File: src/rtl/ctrl_pipe.sv
// Instruction decode stage with a one-deep output register, immediate prefix
// handling and squashing of instructions that follow a taken branch.
module ctrl_pipe #(
   parameter int OPWIDTH       = 4,
   parameter int SQUASH_CYCLES = 2
) (
   input  logic               Clk,
   input  logic               Reset,
   input  logic               in_valid,
   output logic               in_ready,
   input  logic [8:0]         instr,
   input  logic               branch_taken,
   output logic               out_valid,
   input  logic               out_ready,
   output logic               RegWrite,
   output logic               MemWrite,
   output logic               MemToReg,
   output logic               TruncatedReg,
   output logic               TruncPrefix,
   output logic               AbsBranch,
   output logic               RelBranch,
   output logic               BranchInvert,
   output logic               BranchFlag,
   output logic               ParityOp,
   output logic               illegal,
   output logic               squashed,
   output logic [1:0]         SecondOperand,
   output logic [OPWIDTH-1:0] ALUOp,
   output logic [7:0]         Imm8
);

   localparam int SCW = $clog2(SQUASH_CYCLES + 1);
   localparam logic [SCW-1:0] SC_LOAD = SCW'(SQUASH_CYCLES);

   localparam logic [0:0] NORMAL   = 1'b0;
   localparam logic [0:0] PFX_PEND = 1'b1;

   logic [0:0]         r_state;
   logic [2:0]         r_pfx;
   logic [SCW-1:0]     r_sc;

   logic               r_outValid;
   logic               r_regWrite, r_memWrite, r_memToReg, r_truncReg, r_truncPrefix;
   logic               r_absBranch, r_relBranch, r_branchInvert, r_branchFlag;
   logic               r_parityOp, r_illegal, r_squashed;
   logic [1:0]         r_secondOp;
   logic [OPWIDTH-1:0] r_aluOp;
   logic [7:0]         r_imm;

   logic [2:0]         w_opcode;
   logic [3:0]         w_mode;
   logic               w_accept, w_squash, w_isPfx, w_emit;
   logic               w_regWrite, w_memWrite, w_memToReg, w_truncReg, w_truncPrefix;
   logic               w_absBranch, w_relBranch, w_branchInvert, w_branchFlag;
   logic               w_parityOp, w_illegal;
   logic [1:0]         w_secondOp;
   logic [OPWIDTH-1:0] w_aluOp;
   logic [OPWIDTH-1:0] w_parityAlu;
   logic [7:0]         w_imm;

   assign w_opcode = instr[8:6];
   assign w_mode   = instr[3:0];
   assign in_ready = ~r_outValid | out_ready;
   assign w_accept = in_valid & in_ready;
   assign w_squash = branch_taken | (r_sc != '0);
   assign w_isPfx  = (w_opcode == 3'b101) && (w_mode[2:0] == 3'b001);
   // A prefix never occupies the output stage, squashed or not.
   assign w_emit   = w_accept & ~w_isPfx;

   always_comb begin
      w_parityAlu = '0;
      for (int i = 0; i < 4; i++) begin
         if (i <= OPWIDTH - 2) w_parityAlu[i] = w_mode[i];
      end
      w_parityAlu[OPWIDTH-1] = 1'b1;
   end

   always_comb begin
      w_regWrite     = 1'b1;
      w_memWrite     = 1'b0;
      w_memToReg     = 1'b0;
      w_truncReg     = 1'b0;
      w_truncPrefix  = 1'b0;
      w_absBranch    = 1'b0;
      w_relBranch    = 1'b0;
      w_branchInvert = 1'b0;
      w_branchFlag   = 1'b0;
      w_parityOp     = 1'b0;
      w_illegal      = 1'b0;
      w_secondOp     = 2'b01;
      w_aluOp        = '0;
      w_imm          = {{4{w_mode[3]}}, w_mode};
      case (w_opcode)
         3'b000: w_aluOp = '0;
         3'b001: w_aluOp = OPWIDTH'(1);
         3'b010: w_aluOp = OPWIDTH'(2);
         3'b011: begin
            w_aluOp    = OPWIDTH'(1);
            w_truncReg = 1'b1;
            w_secondOp = 2'b00;
            if (w_mode[3]) begin
               w_memWrite = 1'b1;
               w_regWrite = 1'b0;
            end else begin
               w_memToReg = 1'b1;
            end
         end
         3'b100: begin
            w_truncReg    = 1'b1;
            w_truncPrefix = 1'b1;
            w_secondOp    = 2'b10;
            if (r_state == PFX_PEND) w_imm = {r_pfx[2], r_pfx, w_mode};
         end
         3'b101: begin
            case (w_mode[2:0])
               3'b000:  w_aluOp = OPWIDTH'(4);
               3'b010:  w_aluOp = OPWIDTH'(5);
               3'b011:  w_aluOp = OPWIDTH'(3);
               3'b100:  w_aluOp = OPWIDTH'(6);
               3'b110:  w_aluOp = OPWIDTH'(7);
               3'b001:  w_aluOp = '0;
               default: begin
                  w_illegal  = 1'b1;
                  w_regWrite = 1'b0;
               end
            endcase
         end
         3'b110: begin
            w_regWrite     = 1'b0;
            w_absBranch    = w_mode[0];
            w_relBranch    = ~w_mode[0];
            w_branchFlag   = w_mode[1];
            w_branchInvert = w_mode[2];
         end
         default: begin
            w_parityOp = 1'b1;
            w_aluOp    = w_parityAlu;
         end
      endcase
      // Squashed words keep their decode but lose every architectural side effect.
      if (w_squash) begin
         w_regWrite  = 1'b0;
         w_memWrite  = 1'b0;
         w_absBranch = 1'b0;
         w_relBranch = 1'b0;
         w_illegal   = 1'b0;
      end
   end

   always_ff @(posedge Clk or posedge Reset) begin
      if (Reset) begin
         r_outValid     <= 1'b0;
         r_regWrite     <= 1'b0;
         r_memWrite     <= 1'b0;
         r_memToReg     <= 1'b0;
         r_truncReg     <= 1'b0;
         r_truncPrefix  <= 1'b0;
         r_absBranch    <= 1'b0;
         r_relBranch    <= 1'b0;
         r_branchInvert <= 1'b0;
         r_branchFlag   <= 1'b0;
         r_parityOp     <= 1'b0;
         r_illegal      <= 1'b0;
         r_squashed     <= 1'b0;
         r_secondOp     <= 2'b00;
         r_aluOp        <= '0;
         r_imm          <= 8'h00;
      end else if (w_emit) begin
         r_outValid     <= 1'b1;
         r_regWrite     <= w_regWrite;
         r_memWrite     <= w_memWrite;
         r_memToReg     <= w_memToReg;
         r_truncReg     <= w_truncReg;
         r_truncPrefix  <= w_truncPrefix;
         r_absBranch    <= w_absBranch;
         r_relBranch    <= w_relBranch;
         r_branchInvert <= w_branchInvert;
         r_branchFlag   <= w_branchFlag;
         r_parityOp     <= w_parityOp;
         r_illegal      <= w_illegal;
         r_squashed     <= w_squash;
         r_secondOp     <= w_secondOp;
         r_aluOp        <= w_aluOp;
         r_imm          <= w_imm;
      end else if (out_ready) begin
         r_outValid <= 1'b0;
      end
   end

   // The instruction accepted alongside branch_taken uses up one squash slot.
   always_ff @(posedge Clk or posedge Reset) begin
      if (Reset) begin
         r_sc <= '0;
      end else if (branch_taken) begin
         r_sc <= SC_LOAD - SCW'(w_accept);
      end else if (w_accept && (r_sc != '0)) begin
         r_sc <= r_sc - SCW'(1);
      end
   end

   always_ff @(posedge Clk or posedge Reset) begin
      if (Reset) begin
         r_state <= NORMAL;
         r_pfx   <= 3'b000;
      end else if (branch_taken) begin
         r_state <= NORMAL;
      end else if (w_accept && !w_squash) begin
         if (w_isPfx) begin
            r_state <= PFX_PEND;
            r_pfx   <= instr[5:3];
         end else begin
            r_state <= NORMAL;
         end
      end
   end

   assign out_valid     = r_outValid;
   assign RegWrite      = r_regWrite;
   assign MemWrite      = r_memWrite;
   assign MemToReg      = r_memToReg;
   assign TruncatedReg  = r_truncReg;
   assign TruncPrefix   = r_truncPrefix;
   assign AbsBranch     = r_absBranch;
   assign RelBranch     = r_relBranch;
   assign BranchInvert  = r_branchInvert;
   assign BranchFlag    = r_branchFlag;
   assign ParityOp      = r_parityOp;
   assign illegal       = r_illegal;
   assign squashed      = r_squashed;
   assign SecondOperand = r_secondOp;
   assign ALUOp         = r_aluOp;
   assign Imm8          = r_imm;

endmodule

File: config.mk
export PLATFORM = sky130hd
export DESIGN_NAME = ctrl_pipe
export DESIGN_NICKNAME = d
export VERILOG_FILES = /design/src/rtl/ctrl_pipe.sv
export SDC_FILE = /design/constraint.sdc
export NUM_CORES = 1
export LEC_CHECK = 0
export ABC_AREA = 1
export CAP_MARGIN = 25
export CORE_AREA = 2 2 76 49
export CTS_BUF_LIST = sky130_fd_sc_hd__clkbuf_4 sky130_fd_sc_hd__clkbuf_8
export DETAILED_ROUTE_END_ITERATION = 8
export DIE_AREA = 0 0 78 51
export PLACE_DENSITY = 0.8
export SYNTH_ARGS = -nofsm -noshare
export SYNTH_HDL_FRONTEND = slang
export SYNTH_SLANG_ARGS = --single-unit
File: constraint.sdc
create_clock -name Clk -period 1.23 [get_ports Clk]
set_input_delay 0.246 -clock Clk [delete_from_list [all_inputs] [get_ports Clk]]
set_output_delay 0.246 -clock Clk [all_outputs]
set_load 0.005 [all_outputs]
* Word-level counts from Yosys, hierarchy flattened *
Index checks and enable logic that the tools add are counted.

word-level totals
  register bits = 33
  input port bits = 14
  output and inout bits = 28

cells by class
  add/sub/neg operators = 2
  equality and inequality tests = 11
  multiplexer cells = 32
  bitwise logic cells = 8
  reductions and logical operators = 16

operator list
  kind                                               number
  two-way mux 1 bit                                  24
  two-way mux 8 bit                                  2
  case mux 4 bit (4 select lines)                    1
  == test 3 bit (second input constant)              5
  case mux 3 bit (5 select lines)                    1
  == test 3 x 2 -> 1 bit (second input constant)     4
  nonzero test 2 bit                                 4
  OR reduction 7 bit                                 1
  == test 3 x 1 -> 1 bit (second input constant)     2
  zero test 3 bit                                    2
  OR reduction 6 bit                                 1
  two-way mux 2 bit                                  2
  NOT 1 bit                                          4
  case mux 2 bit (2 select lines)                    1
  OR reduction 2 bit                                 2
  logical AND 1 bit                                  3
  case mux 1 bit (3 select lines)                    1
  AND reduction 3 bit                                1
  OR reduction 3 bit                                 1
  AND 1 bit                                          2
  OR 1 bit                                           2
  subtractor 2 x 1 -> 2 bit (first input constant)   1
  subtractor 2 x 1 -> 2 bit (second input constant)  1
  zero test 1 bit                                    1

* Depth between registers and ports, before layout *
  depth in word-level cells = 6
  gate-level depth with buffers = 8
  depth with buffers taken out = 8

* Worst setup path after synthesis *
No wires, ideal clock.

  path kind = register to register
  from = register r_outValid, in the netlist out_valid
  to = register r_secondOp[1], in the netlist SecondOperand[1]
  arrival time = 1.059 ns
  required time = 1.109 ns
  path slack = 0.050 ns
  stages on the path, launching flop included = 8
  period minus slack after synthesis = 1.180 ns
  cell sequence = dfrtp_1 nand2_1 nand2_1 inv_2 nand2_8 buf_6 nand2_2 o21ai_2

between the ends
  word-level cells in the longest chain between the ends = 4

RTL lines
  what                      RTL line  RTL
  start: declaration        42        logic r_outValid;
  start signal: assignment  152       r_outValid <= 1'b0;
  start signal: assignment  169       r_outValid <= 1'b1;
  start signal: assignment  186       r_outValid <= 1'b0;
  NOT 1 bit                 63        assign in_ready = ~r_outValid | out_ready;
  OR 1 bit                  63
  via in_ready              10        output logic in_ready,
  AND 1 bit                 64        assign w_accept = in_valid & in_ready;
  AND 1 bit                 68        assign w_emit = w_accept & ~w_isPfx;
  end signal: assignment    182       r_secondOp <= w_secondOp;
  end: declaration          46        logic [1:0] r_secondOp;

The timed path passes the listed nets, and every way through them passes these cells.
A chain may end at the register's enable or synchronous reset.

* Final worst setup path *
  from = input instr[1]
  to = register r_regWrite, in the netlist RegWrite

between the ends
  word-level cells in the longest chain between the ends = 5

RTL lines
  what                                                  RTL line  RTL
  start: declaration                                    11        input logic [8:0] instr,
  == test 3 x 1 -> 1 bit, or another cell as far along  66, 115
  OR reduction 6 bit (no line)                          n/a
  two-way mux 1 bit                                     115       case (w_mode[2:0])
  case mux 1 bit (3 select lines)                       93        case (w_opcode)
  two-way mux 1 bit                                     141       if (w_squash) begin
  end signal: assignment                                170       r_regWrite <= w_regWrite;
  end: declaration                                      43        logic r_regWrite, r_memWrite, r_memToReg, r_truncReg, r_truncPrefix;

Several ways; a longest one is shown, not always the timed one.

==> qor.yml <==
drc_errors: 0
crit_required_ns: 1.41
place.port_buffers: 41
yosys_warnings: 0
layout_commonest_cell: "nand2_1"
slowest_delay_ns: 0.44
max_freq_mhz: 828
fin_crit_ns: 1.21
clk_pin_slew_ns: 0.07
cp_num_cells: 9
clk_latency_ns: 0.30
area_delta_synth_final_pct: 57.1
htreeDepth: 2
cp_slowest_cell: "clkdlybuf4s50_1"
hold_ws_ns: 0.266
tns_ns: 0
clock-root-buffer: "clkbuf_8"
dr.max_layer_used: "met4"
crit_path_end: "RegWrite"
gp_congestion: 0.865
postSynthAreaPerCell_sq_um: 8.53
die_height_um: 51
vias: 1470
cts.sink_count: 31
grt_overflow: 0
cp-end-kind: "flop"
worstMarginPinSlew_ns: 0.271
hp-class: "primary input to flop"
firstDrtPassIters: 4
r2r_end: "RegWrite"
final_hold_viol_count: 0
stdcell_area_sq_um: 2470
numCtsBuffers: 5
start_kind: "primary input"
startpoint: "instr[1]"
synth.top_cell.area_share: 0.494
layout.nets: 277
grt_pass1_vias: 1346
route.met2.wl_um: 2000
min_period_over_period: 0.981
final_cell_mix: "58 x nand2_1, 31 x dfrtp_1, 30 x buf_4"
met1_length_um: 1790
path_delay_family: "buffers and inverters"
cts.path.max_buffers: 2
powerDensity_nw_per_um2: 1180
num_rows: 17
grt_first_pass_wirelength_um: 6290
drv_cap: 0
crit_buf_inv: 4
grt_max_degree: 32
ys_types: 25
avgRoutedWirePerCell_um: 13.6
cts_tree: "done"
reg2regPathDepth: 8
die_w_um: 78
wl_met3_um: 329
die_area_sq_um: 3980
syn_nets: 199
antenna_found_initial: 0
outcome: "finished, final reports clean"
fillers: 250
finClkSkew_ns: 0.0123
synth_seq_area_share: 0.494
yosys-top-cells-area: "dfrtp_1 49%, nand2_1 16%, o21ai_2 6.1%"
slew_viol_final: 0
setup_viol: 0
ys_ff_latch: 31
yosysTopAreaCell: "dfrtp_1"
place_area_sq_um: 2130
r2r_setup_slack_ns: 0.04
synth_cells: 184
core_area_sq_um: 3400
viasPerCell: 4.74
antenna_cells: 0
dp_hpwl_um: 2580
antenna_left: 0
r2r-start: "r_sc[0]"
drive_above_1_share: 0.376
io_pins: 42
peakVddDrop_mv: 0.887
path_max_fanout: 5
dr.first_iter.drc_count: 108
worstSetupPathType: "primary input to flop"
slew_headroom: 0.819
crit_arrival_ns: 1.39
grt.total_usage: 0.211
cp_cell_sequence: "clkdlybuf4s50_1, inv_2, nand3_4, inv_2, nand2_8, nand2_4, inv_2, nand2_1, nand2_1"
total_power_w: 0.00292
start_util: 0.461
synth_area_sq_um: 1570
crit_top_cell: "inv_2"
p_leak_nw: 1.34
routed_wirelength_um: 4210
power by group:
part / internal, W / switching (W)
combinational: 0.000335 / 0.000351
sequential: 0.00112 / 0.0000533
clock: 0.000655 / 0.000403
worst register-to-register path, cell delays in order, from the launching register on:
cell and delay [ns]:
dfrtp_1 0.39, inv_2 0.07, ha_4 0.13, nand2_4 0.06
nor2_4 0.18, nand2_4 0.10, inv_2 0.07, nand2_1 0.06
nand2_1 0.07
layer usage:
layer | vias up | global-route usage
met5 | - | 0
met4 | 0 | 0.0702
met3 | 9 | 0.0583
met2 | 60 | 0.336
met1 | 672 | 0.281
li1 | 729 | -
metrics by stage:
step	utilization	cells	setup slack, ns
final	0.725	310	0.0228
after global routing	0.725	310	-0.00352
after CTS	0.689	307	-0.0768
after detailed placement	0.626	284	-0.399
after global placement	0.626	284	-0.362
after floorplan	-	184	0.0497
cells by family after synthesis:
family                     count (synthesis)  synth area share
AOI/OAI and AO/OA                         19            0.0868
buffers and inverters                     29            0.0932
adders and majority gates                  1           0.00797
and+or+nand+nor                          103             0.312
xor gates and xnor gates                   1           0.00558
DFF                                       31             0.494
state kept, by name, summed over array words and instances (netlist names), 2 cells and up:
signal and count:
Imm8 7, r_sc 2, ALUOp 4, SecondOperand 2
r_pfx 3
worst min-delay path by stage:
stage	startpoint	to	slack (ns)	depth (start not counted)
floorplan	Reset	ALUOp[0]	0.35	1
global placement	SecondOperand[0]	SecondOperand[0]	0.46	2
detailed placement	r_pfx[1]	r_pfx[1]	0.46	2
CTS	Reset	BranchInvert	0.28	3
global route	out_ready	out_valid	0.28	4
finish	out_ready	out_valid	0.27	4
synth_stat cells:
library cell  number
a21oi_1            1
buf_2              1
buf_4              2
buf_6              2
buf_8              1
dfrtp_1           31
ha_1               1
inv_1             18
inv_2              4
inv_4              1
nand2_1           65
nand2_2            8
nand2_4            1
nand2_8            1
nand3_1           16
nand3_2            1
nand3_4            1
nor2_1             6
nor2_2             1
nor2_4             2
o21ai_0            5
o21ai_1            2
o21ai_2           11
or2_2              1
xor2_1             1
layout make-up:
| type | instances | area (sq um) | area share |
|---|---|---|---|
| clock buffers | 6 | 82.6 | 0.0335 |
| well taps | 47 | 58.8 | 0.0238 |
| repair buffers | 73 | 633 | 0.257 |
| inverters | 23 | 93.8 | 0.0380 |
| flip-flops and latches | 31 | 776 | 0.314 |
| multi-input cells | 128 | 788 | 0.319 |
| clock inverters | 2 | 35.0 | 0.0142 |
what timing repair did:
item,CTS,global route
gates resized for setup,36,38
pin swaps,1,11
hold endpoints to repair,0,0
buffers inserted,14,0
hold buffers,0,0
cloned,1,3
setup endpoints to repair,57,34
No activity file was read; power rests on OpenSTA's default activity.
